$ cat src/rtl/microprogram_sequencer.sv
// Next-microaddress sequencer: picks the next microstore address from the decoder, an
// incrementer, a jump target or a micro-subroutine return stack; all outputs registered.
module microprogram_sequencer #(
    parameter int unsigned STATE_W = 8,
    parameter int unsigned STACK_DEPTH = 4,
    parameter logic [STATE_W-1:0] RESET_STATE = '0
) (
    input  logic                               clk,
    input  logic                               reset,
    input  logic [STATE_W-1:0]                 enc_state,
    input  logic [STATE_W-1:0]                 cr_addr,
    input  logic [2:0]                         ns_sel,
    input  logic                               cond_in,
    input  logic                               inv,
    output logic [STATE_W-1:0]                 state,
    output logic [$clog2(STACK_DEPTH):0]       stack_cnt,
    output logic                               err
);

    localparam int unsigned CNT_W = $clog2(STACK_DEPTH) + 1;
    localparam int unsigned PTR_W = $clog2(STACK_DEPTH);

    typedef enum logic [2:0] {
        SelEnc   = 3'b000,
        SelInc   = 3'b001,
        SelJmp   = 3'b010,
        SelCjmp  = 3'b011,
        SelCwait = 3'b100,
        SelCall  = 3'b101,
        SelRet   = 3'b110,
        SelRst   = 3'b111
    } ns_sel_e;

    logic [STATE_W-1:0] stack_q [STACK_DEPTH];
    logic [STATE_W-1:0] state_q, state_d, inc;
    logic [CNT_W-1:0]   cnt_q, cnt_d, cnt_dec;
    logic               err_q, err_d;
    logic               push, t;
    logic [PTR_W-1:0]   push_idx, top_idx;

    assign inc      = state_q + STATE_W'(1);
    assign t        = cond_in ^ inv;
    assign cnt_dec  = cnt_q - CNT_W'(1);
    // Only used when the stack is not full / not empty, so truncation is safe.
    assign push_idx = cnt_q[PTR_W-1:0];
    assign top_idx  = cnt_dec[PTR_W-1:0];

    always_comb begin
        state_d = state_q;
        cnt_d   = cnt_q;
        err_d   = err_q;
        push    = 1'b0;
        unique case (ns_sel_e'(ns_sel))
            SelEnc:   state_d = enc_state;
            SelInc:   state_d = inc;
            SelJmp:   state_d = cr_addr;
            SelCjmp:  state_d = t ? cr_addr : inc;
            SelCwait: state_d = t ? inc : state_q;
            SelCall: begin
                state_d = cr_addr;
                if (cnt_q == CNT_W'(STACK_DEPTH)) begin
                    err_d = 1'b1;
                end else begin
                    push  = 1'b1;
                    cnt_d = cnt_q + CNT_W'(1);
                end
            end
            SelRet: begin
                if (cnt_q == '0) begin
                    state_d = RESET_STATE;
                    err_d   = 1'b1;
                end else begin
                    state_d = stack_q[top_idx];
                    cnt_d   = cnt_dec;
                end
            end
            SelRst: begin
                state_d = RESET_STATE;
                cnt_d   = '0;
            end
        endcase
    end

    always_ff @(posedge clk) begin
        if (reset) begin
            state_q <= RESET_STATE;
            cnt_q   <= '0;
            err_q   <= 1'b0;
        end else begin
            state_q <= state_d;
            cnt_q   <= cnt_d;
            err_q   <= err_d;
        end
    end

    // Stack contents need no reset; stack_cnt alone defines which entries are valid.
    always_ff @(posedge clk) begin
        if (!reset && push) begin
            stack_q[push_idx] <= inc;
        end
    end

    assign state     = state_q;
    assign stack_cnt = cnt_q;
    assign err       = err_q;

endmodule

$ cat config.mk
export PLATFORM = sky130hd
export DESIGN_NAME = microprogram_sequencer
export DESIGN_NICKNAME = d
export VERILOG_FILES = /design/src/rtl/microprogram_sequencer.sv
export SDC_FILE = /design/constraint.sdc
export NUM_CORES = 1
export LEC_CHECK = 0
export ABC_AREA = 1
export BUFFER_PORTS_ARGS = -buffer_cell sky130_fd_sc_hd__buf_2
export CAP_MARGIN = 30
export CELL_PAD_IN_SITES_DETAIL_PLACEMENT = 1
export CELL_PAD_IN_SITES_GLOBAL_PLACEMENT = 1
export CORE_MARGIN = 1
export CORE_UTILIZATION = 38
export CTS_BUF_LIST = sky130_fd_sc_hd__clkbuf_4 sky130_fd_sc_hd__clkbuf_8
export CTS_CLUSTER_SIZE = 40
export DETAILED_ROUTE_END_ITERATION = 7
export GPL_TIMING_DRIVEN = 0
export PLACE_DENSITY = 0.76
export SLEW_MARGIN = 20
export SYNTH_ARGS = -nofsm -noshare
export SYNTH_HDL_FRONTEND = slang
export SYNTH_SLANG_ARGS = --single-unit
$ cat constraint.sdc
create_clock -name clk -period 2.4 [get_ports clk]
set_input_delay 0.36 -clock clk [delete_from_list [all_inputs] [get_ports clk]]
set_output_delay 0.36 -clock clk [all_outputs]
set_load 0.05 [all_outputs]
==> out/results.tsv <==
metric	value	unit
crit_cells	8	
rr_worst_depth	8	
nets	357	
critPathBufInv	3	
leakagePower	1.234	nW
clock-root-buffer	clkbuf_8	
overflow	0	
synth_warnings	0	
critPathMaxStageDelay	440	ps
syn_inst	283	
grt_pass1_wl	10090	um
syn-num-nets	313	
cp.arrival	2300	ps
syn_avg_cell_area	8.144	um^2
clk_latency	300	ps
synth_seq_cells	44	
rows	28	
rsz0062_at_grt	false	
antenna_found_initial	0	
startpoint	stack_cnt[0]$_SDFFE_PP0P_	
worst-path-max-fanout	13	
initial_utilization	39.16	%
grt_max_degree	16	
path_clk_slew	90	ps
rrSetupSlack	120	ps
antenna_cells	0	
fmax	438.1	MHz
status	completed	
startpoint_type	flop	
slowest_stage	dfxtp_4	
initialDrtViolationCount	99	
worst_slew_pin_slew	528.4	ps
r2r-start	stack_cnt[0]$_SDFFE_PP0P_	
worst-setup-path-type	reg2reg	
setup_viol	0	
dp_slack	-477.9	ps
detail-route-antenna-nets	0	
peakVddDrop	0.2869	mV
place_area	2575	um^2
finalCriticalPeriod	2283	ps
grt_pass1_vias	2094	
crit_family	simple AND/OR/NAND/NOR gates	
io_pins	35	
whs	240.0	ps
final_area	2803	um^2
drive_gt1_share	20.12	%
post-route-period-util	95.10	%
worstPathCellList	inv_2, buf_4, ha_1, ha_1, nor3_4, nand2_4, nor2_4, buf_4	
gp_congestion	0.7969	
min_to	stack_cnt[2]$_SDFFE_PP0P_	
cts_sinks	44	
setup_ws	117.5	ps
grt_usage	21.34	%
avgRoutedWirePerCell	15.30	um
cap_violations	0	
syn2layout_area_growth	21.61	%
clk_path_buf_depth	2	
holdBufCountCts	0	
die-area	6381	um^2
yosysSeqAreaShare	52.12	%
most-common-layout-cells	nand2_1, buf_2, edfxtp_1, nor2_1, inv_1	
final_common_cell	nand2_1	
htree_levels	2	
slew_viol_final	0	
holdCritPathClass	in2reg	
required	2420	ps
hpwl	4670	um
synth_cell_type_count	25	
finalHoldViolCount	0	
fin_skew	3.280	ps
vias	2027	
drcViolationCount	0	
fp.dieH	79.88	um
min_from	reset	
power.density	638.0	nW/um^2
io_buffers	33	
core	5886	um^2
whs_path_depth	2	
r2r-end	stack_q[2][1]$_DFFE_PP_	
die_w	79.88	um
drt_wl_total	6165	um
end_kind	flop	
first_pass_iters	4	
syn-cell-area	2305	um^2
cts_tree	built	
numCtsBuffers	5	
drt-vias-per-instance	5.030	
max_slew_margin	64.77	%
-- cell usage after synthesis, drive strengths merged --
master   n  area [um^2]
nor2    37        143.9
ha       7        87.58
xor2     1        8.760
nand4    5        31.28
inv     29        108.9
dfxtp   12        240.2
o31ai    2        15.01
nand3   26        130.1
nand2   88        335.3
a21oi    8        40.04
and2     1        6.260
buf      7        46.29
o21ai   23        115.1
xnor2    1        8.760
nand3b   1        7.510
edfxtp  32        960.9
nor3     2        15.01
clkbuf   1        3.750
-- timing repair --
| item | 4_1_cts | 5_1_grt |
|---|---|---|
| gates resized for setup | 8 | 1 |
| endpoints found under the setup margin | 32 | 33 |
| pin swaps | 4 | 0 |
| buffers inserted | 5 | 0 |
-- report_power, final --
group          switching [mW]  internal (mW)  total [mW]  leakage [nW]
combinational           0.235         0.0981       0.333         0.786
clock                   0.268          0.314       0.581        0.0583
sequential             0.0271          0.846       0.873         0.390
-- cell type report --
class,instances,area (um^2)
fill,745,3083
sequential,44,1205
multi-input combinational,202,993.5
timing repair buffer,38,240.2
inverter,29,108.9
tap,75,93.84
clock buffer,5,68.82
clock inverter,3,47.55
buffer,7,45.04
-- kinds of logic after synthesis --
logic type,share of synthesized area (%)
flops,52.12
simple gates,29.04
buf+inv,6.895
fa+ha+maj,3.800
compound gates,7.383
xor+xnor,0.7602
-- flip-flops by register name, summed over array words and instances (netlist names) --
signal,cells
stack_q,32
state,8
stack_cnt,3
err,1
-- layer usage --
layer  vias to the layer above  wire, um  part of all wire [%]  track usage (%)
li1                       1020         -                     -                -
met1                       970      2950                    48            27.33
met2                        30      3011                    49            37.26
met3                         7       143                   2.3            3.200
met4                         0        59                  0.96            5.893
met5                         -         0                     0                0
-- worst max-delay path by stage --
stage | end | slack [ps]
after floorplan | stack_q[0][0]$_DFFE_PP_ | -50
after global placement | stack_q[0][1]$_DFFE_PP_ | -380
after detailed placement | stack_q[1][1]$_DFFE_PP_ | -480
after CTS | stack_q[2][3]$_DFFE_PP_ | 40
after global routing | stack_q[2][3]$_DFFE_PP_ | 30
final | stack_q[2][1]$_DFFE_PP_ | 120
-- per-stage QoR --
step	TNS, ps	power [mW]	cells	util, %
global placement	-11920	1.204	391	43.75
detailed placement	-14240	1.215	391	43.75
floorplan	-1739	1.110	283	-
global route	0	1.864	403	47.62
CTS	0	1.803	403	47.58
finish	0	1.788	403	47.62
No activity file was read; power rests on OpenSTA's default activity.
